`src/rtl/ufm_pkg.sv`:
```
// Shared UFM geometry defaults and the burst-reader FSM state encoding.
package ufm_pkg;

    localparam int UFM_ADDR_W = 9;
    localparam int UFM_DATA_W = 16;

    typedef logic [2:0] state_t;

    localparam state_t S_IDLE   = 3'd0;
    localparam state_t S_ARM    = 3'd1;
    localparam state_t S_STROBE = 3'd2;
    localparam state_t S_WAIT   = 3'd3;
    localparam state_t S_HOLD   = 3'd4;

endpackage

```
`src/rtl/ufm_burst_reader_sync2.sv`:
```
// Two-flop synchroniser for the asynchronous UFM status lines.
module sync2 #(
    parameter logic RST_VAL = 1'b0
) (
    input  logic clk,
    input  logic rst,
    input  logic d,
    output logic q
);

    logic meta;

    // NOTE: non-blocking assignments make meta->q a true two-stage shift; blocking would collapse it to one flop.
    always_ff @(posedge clk) begin
        if (rst) begin
            meta <= RST_VAL;
            q    <= RST_VAL;
        end else begin
            meta <= d;
            q    <= meta;
        end
    end

endmodule

```
`src/rtl/ufm_burst_reader.sv`:
```
// Back-pressured, timeout-protected burst read engine in front of the UFM primitive.
module ufm_burst_reader
    import ufm_pkg::*;
#(
    parameter int ADDR_W     = UFM_ADDR_W,
    parameter int DATA_W     = UFM_DATA_W,
    parameter int LEN_W      = 4,
    parameter int STROBE_CYC = 2,
    parameter int TIMEOUT    = 1023
) (
    input  logic              clk,
    input  logic              rst,
    input  logic              cmd_valid,
    output logic              cmd_ready,
    input  logic [ADDR_W-1:0] cmd_addr,
    input  logic [LEN_W-1:0]  cmd_len,
    output logic              rsp_valid,
    input  logic              rsp_ready,
    output logic [DATA_W-1:0] rsp_data,
    output logic              rsp_last,
    output logic              err,
    output logic [ADDR_W-1:0] ufm_addr,
    output logic              ufm_nread,
    output logic              ufm_oscena,
    input  logic              ufm_nbusy,
    input  logic              ufm_dvalid,
    input  logic [DATA_W-1:0] ufm_data
);

    localparam int SC_W = $clog2(STROBE_CYC + 1);
    localparam int TO_W = $clog2(TIMEOUT + 1);

    state_t            state;
    logic [ADDR_W-1:0] addr_q;
    logic [LEN_W-1:0]  remain_q;
    logic [SC_W-1:0]   sc_cnt;
    logic [TO_W-1:0]   to_cnt;
    logic              nbusy_s;
    logic              dvalid_s;
    logic              dvalid_q;
    logic              dvalid_rise;

    sync2 #(.RST_VAL(1'b1)) u_sync_nbusy (
        .clk (clk),
        .rst (rst),
        .d   (ufm_nbusy),
        .q   (nbusy_s)
    );

    sync2 #(.RST_VAL(1'b0)) u_sync_dvalid (
        .clk (clk),
        .rst (rst),
        .d   (ufm_dvalid),
        .q   (dvalid_s)
    );

    assign dvalid_rise = dvalid_s & ~dvalid_q;

    // cmd_ready is gated by rst so a command is never accepted while reset is held.
    assign cmd_ready  = (state == S_IDLE) && !rst;
    assign rsp_valid  = (state == S_HOLD);
    assign rsp_last   = (state == S_HOLD) && (remain_q == '0);
    assign ufm_nread  = (state != S_STROBE);
    assign ufm_oscena = (state != S_IDLE);
    assign ufm_addr   = addr_q;

    always_ff @(posedge clk) begin
        if (rst) begin
            state    <= S_IDLE;
            addr_q   <= '0;
            remain_q <= '0;
            sc_cnt   <= '0;
            to_cnt   <= '0;
            dvalid_q <= 1'b0;
            rsp_data <= '0;
            err      <= 1'b0;
        end else begin
            err      <= 1'b0;
            dvalid_q <= dvalid_s;
            case (state)
                S_IDLE: begin
                    if (cmd_valid) begin
                        addr_q   <= cmd_addr;
                        remain_q <= cmd_len;
                        state    <= S_ARM;
                    end
                end
                S_ARM: begin
                    if (nbusy_s) begin
                        sc_cnt <= SC_W'(STROBE_CYC - 1);
                        state  <= S_STROBE;
                    end
                end
                S_STROBE: begin
                    if (sc_cnt == '0) begin
                        to_cnt <= '0;
                        state  <= S_WAIT;
                    end else begin
                        sc_cnt <= sc_cnt - 1'b1;
                    end
                end
                S_WAIT: begin
                    // A word that arrives on the final timeout cycle still wins over the abort.
                    if (dvalid_rise) begin
                        rsp_data <= ufm_data;
                        state    <= S_HOLD;
                    end else if (to_cnt == TO_W'(TIMEOUT - 1)) begin
                        err   <= 1'b1;
                        state <= S_IDLE;
                    end else begin
                        to_cnt <= to_cnt + 1'b1;
                    end
                end
                S_HOLD: begin
                    if (rsp_ready) begin
                        if (remain_q == '0) begin
                            state <= S_IDLE;
                        end else begin
                            addr_q   <= addr_q + 1'b1;
                            remain_q <= remain_q - 1'b1;
                            state    <= S_ARM;
                        end
                    end
                end
                default: state <= S_IDLE;
            endcase
        end
    end

endmodule

```
`config.mk`:
```
export PLATFORM = sky130hd
export DESIGN_NAME = ufm_burst_reader
export DESIGN_NICKNAME = d
export VERILOG_FILES = /design/src/rtl/ufm_pkg.sv /design/src/rtl/ufm_burst_reader_sync2.sv /design/src/rtl/ufm_burst_reader.sv
export SDC_FILE = /design/constraint.sdc
export NUM_CORES = 1
export LEC_CHECK = 0
export ABC_AREA = 1
export BUFFER_PORTS_ARGS = -buffer_cell sky130_fd_sc_hd__buf_2
export CORE_MARGIN = 2
export CORE_UTILIZATION = 45
export CTS_CLUSTER_DIAMETER = 150
export DETAILED_ROUTE_END_ITERATION = 8
export PLACE_DENSITY = 0.75
export SETUP_SLACK_MARGIN = 0.02
export SYNTH_ARGS = -nofsm -noshare
export SYNTH_HDL_FRONTEND = slang
export SYNTH_SLANG_ARGS = --single-unit
```
`constraint.sdc`:
```
create_clock -name clk -period 3.4 [get_ports clk]
set_input_delay 0.34 -clock clk [delete_from_list [all_inputs] [get_ports clk]]
set_output_delay 0.34 -clock clk [all_outputs]
set_load 0.1 [all_outputs]
```
==> flow_summary_export.csv <==
group,metric,value,unit
logic_synthesis,synth_top_area_share,39.7,%
clock_network,postCtsHoldBufs,0,
hold_path,hold_end,"u_sync_nbusy.meta$_SDFF_PP1_",
final_layout,layout.nets,473,
worst_setup_path,startpoint_type,"flop",
logic_synthesis,ys_top_cells_by_area,"dfxtp_1 40%, nand2_1 12%, nor2_1 12%",
global_routing,grt_pass1_wl,9470,um
drt,viasPerCell,4.92,
placed_design,hpwl,3890,um
floorplanning,rows,27,
logic_synthesis,yosys-top-cells-count,"82 x nand2_1, 79 x nor2_1, 50 x dfxtp_1, 34 x o21ai_0, 31 x inv_1",
logic_synthesis,ys.flop_type,"dfxtp_1",
drt,drt_iter0_drc,174,
floorplanning,die_y,78.8,um
timing,final-setup-viol-count,0,
timing,finalCriticalPeriod,2.19,ns
hold_path,whs_path_depth,2,
global_routing,grt_max_degree,32,
clock_network,cts_inserted_buffers,5,
logic_synthesis,syn_nets,414,
worst_setup_path,cpMaxStageDelayCell,"nor2_2",
clock_network,cts-root-buf,"clkbuf_8",
drt,ant_nets,0,
clock_network,cts_setup_buffers,0,
global_routing,gr-usage-all-layers,18.7,%
global_routing,antenna_found_initial,0,
worst_setup_path,critical_path.cell_chain,"nor2_4 > nand2_4 > inv_4 > nand2_1 > nand2_1 > nor2_2 > inv_1 > nor2_1 > nor2_1",
logic_synthesis,yosysSeqAreaShare,39.7,%
drt,firstDrtPassIters,4,
placed_design,routabilityCongestion,0.874,
logic_synthesis,postSynthCellCount,373,
global_routing,grt_overflow_total,0,
clock_network,cts.clk_slew.worst_paths,0.09,ns
hold_path,holdCritStartpoint,"ufm_nbusy",
logic_synthesis,yosysTopAreaCell,"dfxtp_1",
drt,vias,2485,
final_layout,insertedDiodeCount,0,
worst_setup_path,reg2reg_to,"ufm_addr[1]$_SDFFE_PP0P_",
timing,holdWs,0.206,ns
final_layout,drive_gt1_share,20.1,%
timing,skew,0.00757,ns
final_layout,syn_to_final_growth,17.8,%
clock_network,numClockSinks,50,
worst_setup_path,required,3.60,ns
worst_setup_path,path_delay_family,"simple AND/OR/NAND/NOR gates",
power,power.leakage,0.00137,uW
timing,drv_slew,0,
timing,fin_tns_setup,0,ns
timing,maxSlewHeadroom,46.4,%
clock_network,clockBufferDepth,2,
clock_network,htreeDepth,2,
timing,timing.final.crit_share,64.3,%
worst_setup_path,cp_data_arrival_time,2.39,ns
outcome,status,"complete, no violations",
logic_synthesis,synth_area,2520,um2
worst_setup_path,reg2reg_slack,1.21,ns
worst_setup_path,cp-end-kind,"flop",
placed_design,io_buffers,65,
global_routing,grt_pass1_vias,2180,
hold_path,worstHoldPathType,"in2reg",
drt,wl_per_cell,10.9,um
worst_setup_path,path_buf_inv,2,
clock_network,cts-resized-gates,0,
logic_synthesis,synth.avg_cell_area,6.75,um2
floorplanning,fp.dieW,78.8,um
logic_synthesis,yosysWarnings,0,
drt,routed_wl,5510,um
logic_synthesis,synthMostInstantiatedCell,"nand2_1",
timing,worst_slew_pin_slew,0.803,ns
timing,rsz0062_at_grt,"no",
power,power_density,766,nW/um2
clock_network,cts_tree,"done",
floorplanning,core_region_area,5440,um2
logic_synthesis,synth_edf_count,0,
timing,finalHoldViolations,0,
logic_synthesis,ys_types,32,
worst_setup_path,r2r_start,"state[0]$_SDFFE_PP0P_",
power,peakVddDrop,0.527,mV
worst_setup_path,path_class,"reg2reg",
worst_setup_path,worstPathMaxFanout,21,
flow_run,cap_violations,0,
timing,max_freq,457,MHz
logic_synthesis,ys_ff_latch,50,
drt,drc,0,
worst_setup_path,rr_worst_depth,9,
worst_setup_path,cpPeakStageDelay,0.54,ns
floorplanning,io-pin-count,66,
floorplanning,dieArea,6210,um2
floorplanning,start_util,46.3,%
clock_network,clk_latency,0.31,ns
logic_synthesis,synthArstFlopShare,0,%
-- worst reg2reg max path: cells and delay by family (launching register included) --
kind | cells | cell delay [ns]
DFF | 1 | 0.52
and+or+nand+nor | 7 | 1.19
buffers and inverters | 2 | 0.37
-- worst max-delay path by stage --
stage | startpoint | to | slack, ns | cells past startpoint
floorplan | state[0]$_SDFFE_PP0P_ | cmd_ready | 0.63 | 6
global placement | state[0]$_SDFFE_PP0P_ | remain_q[3]$_SDFFE_PP0P_ | 1.34 | 9
detailed placement | state[0]$_SDFFE_PP0P_ | ufm_addr[1]$_SDFFE_PP0P_ | 1.26 | 9
CTS | state[0]$_SDFFE_PP0P_ | ufm_addr[1]$_SDFFE_PP0P_ | 1.22 | 9
global route | state[0]$_SDFFE_PP0P_ | ufm_addr[1]$_SDFFE_PP0P_ | 1.01 | 9
finish | state[0]$_SDFFE_PP0P_ | ufm_addr[1]$_SDFFE_PP0P_ | 1.21 | 9
-- layout make-up --
cell class,instances,area [um2]
timing repair buffer,65,325
inverter,34,135
tap,72,90.1
fill,562,2470
multi-input combinational,276,1300
clock inverter,3,43.8
clock buffer,5,68.8
sequential,50,1000
-- power breakdown --
group	internal, uW	switching [uW]
sequential	689	107
clock	221	205
combinational	223	829
total	1130	1140
-- per-layer routing --
| metal | up-vias | share of wire, % | wire (um) | track usage, % |
|---|---|---|---|---|
| li1 | 1309 | - | - | - |
| met4 | 0 | 1.3 | 70 | 5.34 |
| met3 | 7 | 5.0 | 278 | 4.32 |
| met5 | - | 0 | 0 | 0 |
| met2 | 58 | 45 | 2490 | 30.0 |
| met1 | 1111 | 49 | 2670 | 25.3 |
-- registers in the layout (all words and copies together) (netlist names) --
register,cells
rsp_data,16
to_cnt,10
ufm_addr,9
remain_q,4
state,3
sc_cnt,2
dvalid_q,1
err,1
u_sync_dvalid.meta,1
u_sync_dvalid.q,1
u_sync_nbusy.meta,1
u_sync_nbusy.q,1
-- placed cells by master (no fill, tap or decap), types with 4 or more instances in the layout --
cell type,instances
nor2_1,79
a21oi_1,24
ha_1,6
clkbuf_8,5
nand4_1,4
buf_2,65
dfxtp_1,50
nand2_1,82
nand3_1,20
inv_1,31
o21ai_0,34
-- logic make-up after synthesis --
group / after synthesis / synth area share, %
DFF: 50 / 39.7
xor gates and xnor gates: 4 / 1.39
AOI/OAI and AO/OA: 65 / 13.4
and+or+nand+nor: 201 / 34.0
buffers and inverters: 47 / 8.49
adders and majority gates: 6 / 2.98
-- through the flow --
| stage | setup WS, ns | instances | area (um2) | total power (uW) | util [%] |
|---|---|---|---|---|---|
| global route | 1.01 | 505 | 2970 | 2420 | 54.6 |
| detailed placement | 1.26 | 497 | 2860 | 1860 | 52.5 |
| finish | 1.21 | 505 | 2970 | 2270 | 54.6 |
| floorplan | 0.631 | 373 | 2520 | 1720 | - |
| CTS | 1.22 | 505 | 2970 | 2290 | 54.6 |
| global placement | 1.34 | 497 | 2860 | 1850 | 52.5 |
Power figures use the tool's default switching activity.
